File: config.mk
export PLATFORM = sky130hd
export DESIGN_NAME = rand_gen_flat
export DESIGN_NICKNAME = d
export VERILOG_FILES = /design/src/rtl/rand_gen_pkg.sv /design/src/rtl/rand_gen_if.sv /design/src/rtl/rand_gen_next.sv /design/src/rtl/rand_gen.sv /design/src/flat_wrapper.sv
export SDC_FILE = /design/constraint.sdc
export NUM_CORES = 1
export LEC_CHECK = 0
export BUFFER_PORTS_ARGS = -buffer_cell sky130_fd_sc_hd__buf_2
export CAP_MARGIN = 15
export CORE_UTILIZATION = 48
export CTS_BUF_LIST = sky130_fd_sc_hd__clkbuf_2 sky130_fd_sc_hd__clkbuf_4 sky130_fd_sc_hd__clkbuf_8
export CTS_CLUSTER_DIAMETER = 60
export DETAILED_ROUTE_END_ITERATION = 8
export HOLD_SLACK_MARGIN = 0.05
export PLACE_DENSITY = 0.72
export SKIP_CTS_REPAIR_TIMING = 1
export SYNTH_ARGS = -nofsm -noshare
export SYNTH_HDL_FRONTEND = slang
export SYNTH_SLANG_ARGS = --single-unit
File: constraint.sdc
create_clock -name clk -period 1.69 [get_ports clk]
set_clock_uncertainty 0.05 [all_clocks]
set_input_delay 0.2535 -clock clk [delete_from_list [all_inputs] [get_ports clk]]
set_output_delay 0.2535 -clock clk [all_outputs]
set_load 0.01 [all_outputs]
File: src/rtl/rand_gen_pkg.sv
// Shared constants, FSM state type and Galois tap table for the rand_gen sequence generator.
// Optional feature macro used elsewhere in this slice: RAND_GEN_PERIOD_CNT_EN.
package rand_pkg;

  localparam int MAX_WIDTH = 16;

  localparam int MODE_CNT  = 0;
  localparam int MODE_LFSR = 1;

  typedef enum logic {
    ST_RESET = 1'b0,
    ST_RUN   = 1'b1
  } gen_state_t;

  // Right-shift Galois masks: bit k-1 is set for each x^k term of a primitive polynomial.
  function automatic logic [MAX_WIDTH-1:0] taps(input int width);
    logic [MAX_WIDTH-1:0] mask;
    mask = '0;
    case (width)
      3:       mask = 16'h0006;
      4:       mask = 16'h000C;
      5:       mask = 16'h0014;
      6:       mask = 16'h0030;
      7:       mask = 16'h0060;
      8:       mask = 16'h00B8;
      9:       mask = 16'h0110;
      10:      mask = 16'h0240;
      11:      mask = 16'h0500;
      12:      mask = 16'h0E08;
      13:      mask = 16'h1C80;
      14:      mask = 16'h3802;
      15:      mask = 16'h6000;
      16:      mask = 16'hD008;
      default: mask = '0;
    endcase
    return mask;
  endfunction

endpackage

File: src/rtl/rand_gen_if.sv
// Consumer-side bundle for rand_gen: seed load, sequence value, valid/ready and wrap pulse.
// Optional feature macro (top-level port, not in this bundle): RAND_GEN_PERIOD_CNT_EN.
interface rand_gen_if #(
  parameter int WIDTH = 8
);

  logic             load;
  logic [WIDTH-1:0] seed_in;
  logic [WIDTH-1:0] q;
  logic             q_valid;
  logic             q_ready;
  logic             wrap;

  modport master (
    input  load,
    input  seed_in,
    input  q_ready,
    output q,
    output q_valid,
    output wrap
  );

  modport slave (
    output load,
    output seed_in,
    output q_ready,
    input  q,
    input  q_valid,
    input  wrap
  );

endinterface

File: src/rtl/rand_gen_next.sv
// Combinational successor of the current sequence value: STEP add or Galois shift with lock-up guard.
// Optional feature macro (handled in the top): RAND_GEN_PERIOD_CNT_EN.
module rand_gen_next
  import rand_pkg::*;
#(
  parameter int WIDTH = 8,
  parameter int MODE  = 1,
  parameter int SEED  = 1,
  parameter int STEP  = 1
) (
  input  logic [WIDTH-1:0] cur,
  output logic [WIDTH-1:0] nxt
);

  localparam logic [MAX_WIDTH-1:0] TAPS_FULL = taps(WIDTH);
  localparam logic [WIDTH-1:0]     TAPS      = TAPS_FULL[WIDTH-1:0];
  localparam logic [WIDTH-1:0]     SEED_W    = WIDTH'(SEED);
  localparam logic [WIDTH-1:0]     STEP_W    = WIDTH'(STEP);

  logic [WIDTH-1:0] shifted;
  logic [WIDTH-1:0] summed;

  // A zero LFSR state would stick forever, so it is replaced by the seed.
  always_comb begin
    shifted = (cur >> 1) ^ (cur[0] ? TAPS : '0);
    summed  = cur + STEP_W;
    nxt     = summed;
    if (MODE == MODE_LFSR) begin
      nxt = (shifted == '0) ? SEED_W : shifted;
    end
  end

endmodule

File: src/rtl/rand_gen.sv
// Sequence generator top: up-counter or Galois LFSR with seed load, valid/ready output and wrap pulse.
// Define RAND_GEN_PERIOD_CNT_EN to add the period_cnt output (advances since reset/load/wrap).
module rand_gen
  import rand_pkg::*;
#(
  parameter int WIDTH = 8,
  parameter int MODE  = 1,
  parameter int SEED  = 1,
  parameter int STEP  = 1
) (
  input  logic             clk,
  input  logic             clr,
`ifdef RAND_GEN_PERIOD_CNT_EN
  output logic [WIDTH:0]   period_cnt,
`endif
  rand_gen_if.master       bus
);

  localparam logic [WIDTH-1:0] SEED_W = WIDTH'(SEED);

  gen_state_t       state;
  gen_state_t       state_next;
  logic [WIDTH-1:0] q;
  logic [WIDTH-1:0] start;
  logic [WIDTH-1:0] nxt;
  logic [WIDTH-1:0] load_val;
  logic             q_valid;
  logic             wrap;
  logic             advance;

  rand_gen_next #(
    .WIDTH (WIDTH),
    .MODE  (MODE),
    .SEED  (SEED),
    .STEP  (STEP)
  ) u_next (
    .cur (q),
    .nxt (nxt)
  );

  always_ff @(posedge clk) begin
    if (clr) begin
      state <= ST_RESET;
    end else begin
      state <= state_next;
    end
  end

  // q_valid is held low for exactly one cycle after reset, then stays high.
  always_comb begin
    state_next = state;
    q_valid    = 1'b0;
    case (state)
      ST_RESET: state_next = ST_RUN;
      ST_RUN:   q_valid    = 1'b1;
      default:  state_next = ST_RESET;
    endcase
  end

  always_comb begin
    load_val = bus.seed_in;
    if (MODE == MODE_LFSR && bus.seed_in == '0) begin
      load_val = SEED_W;
    end
  end

  assign advance = q_valid & bus.q_ready & ~bus.load;

  // Load wins over the handshake; wrap compares against the start value of the current run.
  always_ff @(posedge clk) begin
    if (clr) begin
      q     <= SEED_W;
      start <= SEED_W;
      wrap  <= 1'b0;
    end else if (bus.load) begin
      q     <= load_val;
      start <= load_val;
      wrap  <= 1'b0;
    end else if (advance) begin
      q     <= nxt;
      wrap  <= (nxt == start);
    end else begin
      wrap  <= 1'b0;
    end
  end

`ifdef RAND_GEN_PERIOD_CNT_EN
  // Clears together with the wrap pulse so it reads 0 while wrap is high.
  always_ff @(posedge clk) begin
    if (clr || bus.load) begin
      period_cnt <= '0;
    end else if (advance) begin
      if (nxt == start) begin
        period_cnt <= '0;
      end else if (period_cnt != '1) begin
        period_cnt <= period_cnt + 1'b1;
      end
    end
  end
`endif

  assign bus.q       = q;
  assign bus.q_valid = q_valid;
  assign bus.wrap    = wrap;

endmodule

File: src/flat_wrapper.sv
// flat-port wrapper written by rule: the top's interface ports become plain ports
module rand_gen_flat import rand_pkg::*;
#(
  parameter int WIDTH = 8,
  parameter int MODE  = 1,
  parameter int SEED  = 1,
  parameter int STEP  = 1
)
  (clk, clr, bus_load, bus_seed_in, bus_q_ready, bus_q, bus_q_valid, bus_wrap);
  rand_gen_if #(.WIDTH(WIDTH)) bus_i ();
  input  logic clk;
  input  logic clr;
  input wire logic [$bits(bus_i.load)-1:0] bus_load;
  input wire logic [$bits(bus_i.seed_in)-1:0] bus_seed_in;
  input wire logic [$bits(bus_i.q_ready)-1:0] bus_q_ready;
  output wire logic [$bits(bus_i.q)-1:0] bus_q;
  output wire logic [$bits(bus_i.q_valid)-1:0] bus_q_valid;
  output wire logic [$bits(bus_i.wrap)-1:0] bus_wrap;
  assign bus_i.load = bus_load;
  assign bus_i.seed_in = bus_seed_in;
  assign bus_i.q_ready = bus_q_ready;
  assign bus_q = bus_i.q;
  assign bus_q_valid = bus_i.q_valid;
  assign bus_wrap = bus_i.wrap;
  rand_gen #(.WIDTH(WIDTH), .MODE(MODE), .SEED(SEED), .STEP(STEP)) u_core (.clk(clk), .clr(clr), .bus(bus_i));
endmodule
==> results.toml, run 1 <==
[cts]
clkSinkCount = 18
clk_pin_slew_ns = 0.11
cts_buffers = 3
cts_root_buf = "clkbuf_4"
clk_path_buf_depth = 2
cts_tree = "built"
clock_latency_ns = 0.30
h-tree-depth = 1

[synth]
synth_area_leader_cell = "dfxtp_1"
netlist_instances = 100
synthTopCellsByArea = "dfxtp_1 (41%), a21oi_1 (6.8%), mux2i_1 (6.8%)"
synth-seq-cells = 18
ys_warn_count = 0
synth-edff-count = 0
synthFlopType = "dfxtp_1"
ys_types = 26
seq_area_frac_synth_pct = 41.0
avgSynthCellArea_um2 = 8.78
syn_nets = 112
synthArstFlopShare_pct = 0
synth_top_area_share_pct = 41.0
syn-cell-area_um2 = 878

[detailed_routing]
drt_iter0_markers = 18
drtAntennaViolNets = 0
vias = 807
routedWlPerCell_um = 12.8
first_pass_iters = 4
vias_per_cell = 5.42
wirelength_mm = 1.90
drc_errors = 0

[floorplanning]
core_area_um2 = 1730
die_w_um = 44.8
start_util_pct = 50.9
die_height_um = 44.8
rows = 15
io_pins = 22
design.die.area_um2 = 2000

[critical_path]
cp_cell_sequence = "or4_4 > nor4_4 > nor3_1 > a2111oi_2"
crit_fanout = 2
cp.required_ns = 1.85
worstSetupPathType = "flop to flop"
arrival_ns = 1.74
rrSetupSlack_ns = 0.10
ff2ff_path_depth = 4
r2r-end = "u_core.bus.wrap"
cpMaxStageDelayCell = "or4_4"
timing.rr.start = "u_core.bus.q[3]"
endpoint_kind = "flop"
cpPeakStageDelay_ns = 0.54
startpoint_type = "flop"

[timing]
fin_setup_tns_ns = 0
finalCriticalPeriod_ns = 1.59
hold_viol = 0
slew_headroom_pct = 72.6
rsz0062_at_grt = "false"
worstMarginPinSlew_ns = 0.410
clock.fmax_mhz = 630
final-setup-viol-count = 0
min_period_over_period_pct = 93.9
slew_violations = 0

[finish]
regArea_um2 = 360
final_nets = 137
diodes = 0
drive_gt1_share_pct = 26.6
area_delta_synth_final_pct = 21.1
finalInstanceArea_um2 = 1060
n_fill_cell = 164
multi_input_area_um2 = 482

[power]
p_leak_uw = 0.000476
power_uw = 921
ir_drop_v = 0.000485
p_per_area_nw_per_um2 = 866

[grt]
grt.overflow.total = 0
grtUsageTotal_pct = 22.1
grt_pass1_wl_mm = 3.15
grt_max_degree = 26
grt_pass1_vias = 703
antenna_found_initial = 0

[place]
post_dp_cell_area_um2 = 1030
finalWeightedCongestion = 0.809
place_hpwl_mm = 1.39
port_buffers = 21

[worst_hold_path]
min_to = "u_core.bus.q[4]"
min_from = "bus_seed_in[4]"
hold_class = "input pin to flop"
holdPathStages = 3

[status]
status = "finished clean"

[run]
drv_cap = 0
## placed cells by master (no fill, tap or decap), types with 4 or more instances in the layout
master	n
a21oi_1	12
buf_2	21
buf_4	5
dfxtp_1	18
mux2i_1	6
nand2_1	9
nand2b_1	4
nor2_1	10
nor3_1	4
xor2_1	6
## layer usage
layer | global-route usage [%] | vias to the layer above | share of wire (%)
li1 | - | 398 | -
met1 | 28.4 | 380 | 46
met2 | 33.8 | 22 | 47
met3 | 2.80 | 7 | 3.9
met4 | 16.4 | 0 | 3.6
met5 | 0 | - | 0
## synth_stat cells, drive strengths merged (4+ instances only)
cell type,number
dfxtp,18
a21oi,12
nor2,10
nand2,9
mux2i,6
xor2,6
clkbuf,4
nand2b,4
nor3,4
## cell families after synthesis
group	share of synthesized area, %
XOR/XNOR	8.97
buffers and inverters	4.27
AND/OR/NAND/NOR	19.1
flip-flops	41.0
multiplexers	6.84
AO/OA/AOI/OAI	19.8
## critical path: cells and delay by family, from the launching register on
kind / cells / cell delay (ns)
AND/OR/NAND/NOR: 3 / 0.80
flip-flops: 1 / 0.33
AO/OA/AOI/OAI: 1 / 0.32
## where the power goes
part / leakage [uW] / switching (uW) / internal, uW
sequential: 0.000149 / 23.4 / 449
combinational: 0.000306 / 95.1 / 81.9
clock: 0.0000210 / 140 / 131
total: 0.000476 / 258 / 663
## per-stage QoR
step	worst slack [ns]	instances	hold WS (ns)	util, %
5_1_grt	0.0115	149	0.179	61.6
3_3_place_gp	0.167	145	0.421	59.4
2_1_floorplan	0.0554	100	0.348	-
6_report	0.104	149	0.165	61.6
4_1_cts	0.0877	149	0.158	61.5
3_5_place_dp	0.111	145	0.430	59.4
## how the worst max path moves through the flow
stage                    startpoint               to  slack, ns  cells after the start
floorplan           u_core.bus.q[3]  u_core.bus.wrap       0.06                      4
global placement    u_core.bus.q[3]  u_core.bus.wrap       0.17                      4
detailed placement  u_core.bus.q[3]  u_core.bus.wrap       0.11                      4
CTS                 u_core.bus.q[3]  u_core.bus.wrap       0.09                      4
global route        u_core.bus.q[3]  u_core.bus.wrap       0.01                      4
finish              u_core.bus.q[3]  u_core.bus.wrap       0.10                      4
## final cells by class
| cell class | count | area share [%] |
|---|---|---|
| clock buffers | 4 | 3.41 |
| multi-input cells | 73 | 45.3 |
| flip-flops and latches | 18 | 33.9 |
| inverters | 3 | 1.06 |
| repair buffers | 26 | 13.4 |
| well taps | 25 | 2.94 |
## registers in the layout (all words and copies together), names as in the netlist
name / cells
u_core.bus.q: 8
u_core.state: 1
u_core.bus.wrap: 1
u_core.start: 8
(Power assumes the default switching activity.)
==> run 2: changes to the inputs <==
- CORE_UTILIZATION: 48 -> 53
- PLACE_DENSITY: 0.72 -> 0.76
- clock period: 1.69 -> 1.5 ns (I/O delays scaled with it)
==> results.toml, run 2 (synthesized netlist as in run 1, its figures left out) <==
[critical_path]
endpoint_kind = "flop"
startpoint_type = "flop"
timing.rr.start = "u_core.bus.q[3]"
crit_start = "u_core.bus.q[3]"
arrival_ns = 1.75
worstSetupPathType = "flop to flop"
crit_fanout = 2
cp.required_ns = 1.64

[floorplanning]
rows = 14
die_w_um = 42.7
design.die.area_um2 = 1820
core_area_um2 = 1520
io_pins = 22
start_util_pct = 57.6
die_height_um = 42.7

[detailed_routing]
met1_length_um = 930
drt_iter0_markers = 32
wl_met2_mm = 1.06
routedWlPerCell_um = 15.2
drtAntennaViolNets = 0
dr_wl_met3_um = 134
first_pass_iters = 4
dr.max_layer_used = "met4"
vias = 830
wirelength_mm = 2.22
drc_errors = 0
vias_per_cell = 5.68

[timing]
hold_ws_ns = 0.157
min_period_over_period_pct = 107
final-setup-viol-count = 2
clock.fmax_mhz = 622
rsz0062_at_grt = "true"
fin_ws_ns = -0.107
slew_headroom_pct = 76.0
worstMarginPinSlew_ns = 0.356
finalCriticalPeriod_ns = 1.61
hold_viol = 0
slew_violations = 0
fin_setup_tns_ns = -0.174

[place]
place_hpwl_mm = 1.66
finalWeightedCongestion = 0.840
port_buffers = 21
dpl.cell_count = 142

[grt]
grt.overflow.total = 0
grtUsageTotal_pct = 27.0
antenna_found_initial = 0
grt_pass1_wl_mm = 3.62
grt_pass1_vias = 783
grt_max_degree = 19

[cts]
cts_root_buf = "clkbuf_4"
clk_path_buf_depth = 2
clock_latency_ns = 0.30
clk_pin_slew_ns = 0.11
cts_tree = "built"
h-tree-depth = 1
clkSinkCount = 18
cts_buffers = 3

[finish]
final_common_cell = "buf_2"
area_delta_synth_final_pct = 25.5
reg_top3 = "u_core.bus.q (8), u_core.start (8)"
diodes = 0
mostFrequentLayoutCells = "buf_2 (21), dfxtp_1 (18), a21oi_1 (12)"
drive_gt1_share_pct = 30.8
layoutNonFillerInstCount = 146
final_nets = 143

[power]
p_sw_uw = 305
p_leak_uw = 0.000506
power_uw = 1060
ir_drop_v = 0.000723
p_int_uw = 759
p_clk_share_pct = 28.9
p_sw_share_pct = 28.6
power_frac_seq_pct = 49.9
p_per_area_nw_per_um2 = 965
comb_power_share_pct = 21.2

[status]
violations = "setup timing"
status = "complete, but fails checks"

[worst_hold_path]
hold_class = "input pin to flop"
min_from = "bus_seed_in[4]"

[run]
drv_cap = 0
[run 2: area by class of cell]
| type | count | area [um^2] |
|---|---|---|
| clock buffer | 4 | 36.3 |
| fill | 124 | 422 |
| inverter | 3 | 11.3 |
| multi-input combinational | 73 | 487 |
| timing repair buffer | 32 | 188 |
| sequential | 18 | 360 |
| tap | 16 | 20.0 |
[run 2: worst paths after layout]
| kind | end | slack [ns] | cells past startpoint |
|---|---|---|---|
| worst max-delay path | u_core.bus.wrap | -0.11 | 4 |
| worst min-delay path | u_core.bus.q[4] | 0.16 | 3 |
| worst max register to register | u_core.bus.wrap | -0.11 | 4 |
| worst min register to register | u_core.start[1] | 0.45 | 2 |
[run 2: critical path, stage by stage, from the launching register on]
cell and delay (ns):
dfxtp_1 0.33, or4_4 0.54, nor4_4 0.16, nor3_1 0.08, a2111oi_2 0.35
[run 2: power by group through the flow]
| stage | Combinational (uW) | Clock [uW] | Sequential (uW) |
|---|---|---|---|
| finish | 226 | 307 | 531 |
| global route | 244 | 329 | 534 |
| CTS | 220 | 307 | 531 |
| detailed placement | 218 | 0 | 542 |
| global placement | 211 | 0 | 539 |
| floorplan | 121 | 0 | 550 |
[run 2: per-stage QoR]
stage               worst slack (ns)  util, %  instance area, um^2
floorplan                     -0.135        -                  878
global placement             -0.0222     69.5                 1060
detailed placement            -0.134     69.5                 1060
CTS                           -0.159     71.9                 1100
global route                  -0.137     72.3                 1100
finish                        -0.107     72.3                 1100
[run 2: layer usage]
metal  vias to the layer above  track usage [%]
met5                         -                0
met4                         0             15.0
met3                        12             3.83
met2                        41             44.5
met1                       367             33.4
li1                        410                -
==> run 3: changes to the inputs <==
- CORE_MARGIN: not set -> 2
- CORE_UTILIZATION: 53 -> 50
- CTS_BUF_LIST: sky130_fd_sc_hd__clkbuf_2 sky130_fd_sc_hd__clkbuf_4 sky130_fd_sc_hd__clkbuf_8 -> not set
- PLACE_DENSITY: 0.76 -> 0.72
==> results.toml, run 3 (synthesized netlist as in run 1, its figures left out) <==
[finish]
final_nets = 143
n_fill_cell = 153
final_common_cell = "buf_2"
layoutNonFillerInstCount = 146
drive_gt1_share_pct = 29.5
mostFrequentLayoutCells = "buf_2 (21), dfxtp_1 (18), a21oi_1 (12)"
diodes = 0
reg_top3 = "u_core.bus.q (8), u_core.start (8)"
area_delta_synth_final_pct = 23.5

[timing]
slew_violations = 0
slew_headroom_pct = 77.0
hold_viol = 0
final-setup-viol-count = 2
finalCriticalPeriod_ns = 1.57
fin_ws_ns = -0.0691
clock.fmax_mhz = 637
min_period_over_period_pct = 105
hold_ws_ns = 0.151
rsz0062_at_grt = "true"
worstMarginPinSlew_ns = 0.344

[grt]
grt.overflow.total = 0
grt_pass1_vias = 774
grt_max_degree = 17
grtUsageTotal_pct = 22.7
grt_pass1_wl_mm = 3.42
antenna_found_initial = 0

[critical_path]
cp.required_ns = 1.64
startpoint_type = "flop"
crit_fanout = 2
cpMaxStageDelayCell = "or4_4"
cpPeakStageDelay_ns = 0.54
worstSetupPathType = "flop to flop"
cp_cell_sequence = "or4_4 > nor4_4 > nor3_1 > a2111oi_2"
arrival_ns = 1.71
endpoint_kind = "flop"

[power]
ir_drop_v = 0.000579
p_leak_uw = 0.000499
p_per_area_nw_per_um2 = 902
power_uw = 978

[detailed_routing]
drtAntennaViolNets = 0
routedWlPerCell_um = 14.1
first_pass_iters = 4
drc_errors = 0
vias = 829
drt_iter0_markers = 20
vias_per_cell = 5.68
wirelength_mm = 2.06

[place]
finalWeightedCongestion = 0.822
place_ws_ns = -0.0588
dpl.cell_count = 142
place_hpwl_mm = 1.59
port_buffers = 21

[floorplanning]
rows = 15
start_util_pct = 52.0
io_pins = 22
die_w_um = 45.9
die_height_um = 45.9
design.die.area_um2 = 2110
core_area_um2 = 1690

[status]
status = "complete, but fails checks"
violations = "setup timing"

[cts]
clk_path_buf_depth = 2
clock_latency_ns = 0.28
clk_pin_slew_ns = 0.10
h-tree-depth = 1
cts_tree = "built"
cts_buffers = 3
cts_root_buf = "clkbuf_4"
clkSinkCount = 18

[worst_hold_path]
hold_class = "input pin to flop"

[run]
drv_cap = 0
-- run 3: changes by cell type in the layout (fill, tap and decap cells not counted), sizes merged --
cell,before,now
clkbuf,4,3
-- run 3: layout make-up --
| type | count | area [um^2] | area share, % |
|---|---|---|---|
| multi-input cells | 73 | 482 | 44.4 |
| clock buffers | 3 | 22.5 | 2.08 |
| well taps | 17 | 21.3 | 1.96 |
| repair buffers | 32 | 188 | 17.3 |
| flip-flops and latches | 18 | 360 | 33.2 |
| inverters | 3 | 11.3 | 1.04 |
-- run 3: final timing paths --
kind,slack [ns],cells after the start,end,startpoint
setup reg to reg,-0.07,4,u_core.bus.wrap,u_core.bus.q[3]
setup / recovery,-0.07,4,u_core.bus.wrap,u_core.bus.q[3]
hold / removal,0.15,3,u_core.start[4],bus_seed_in[4]
hold reg to reg,0.45,2,u_core.start[6],u_core.start[6]
-- run 3: routing by layer --
metal  part of all wire (%)  GRT usage [%]  wire length (um)  vias to the layer above
met3                    5.7           3.57               117                        8
met4                    3.6           13.7                74                        0
met1                     44           30.6               903                      380
met2                     47           33.3               967                       29
met5                      0              0                 0                        -
li1                       -              -                 -                      412
-- run 3: critical path, delay by kind of cell (launching register included) --
family	cells	cell delay (ns)
and+or+nand+nor	3	0.78
AOI/OAI and AO/OA	1	0.32
DFF	1	0.32
-- run 3: stage by stage --
step	instance area [um^2]	utilization (%)	TNS, ns
floorplan	878	-	-0.135
global placement	1050	62.4	-0.0315
detailed placement	1050	62.4	-0.116
CTS	1080	63.7	-0.157
global route	1080	64.2	-0.271
finish	1080	64.2	-0.124
-- run 3: report_power, final --
| group | switching, uW | internal (uW) | leakage, uW |
|---|---|---|---|
| Clock | 135 | 93.1 | 0.0000138 |
| Combinational | 114 | 104 | 0.000337 |
| Sequential | 25.7 | 506 | 0.000149 |
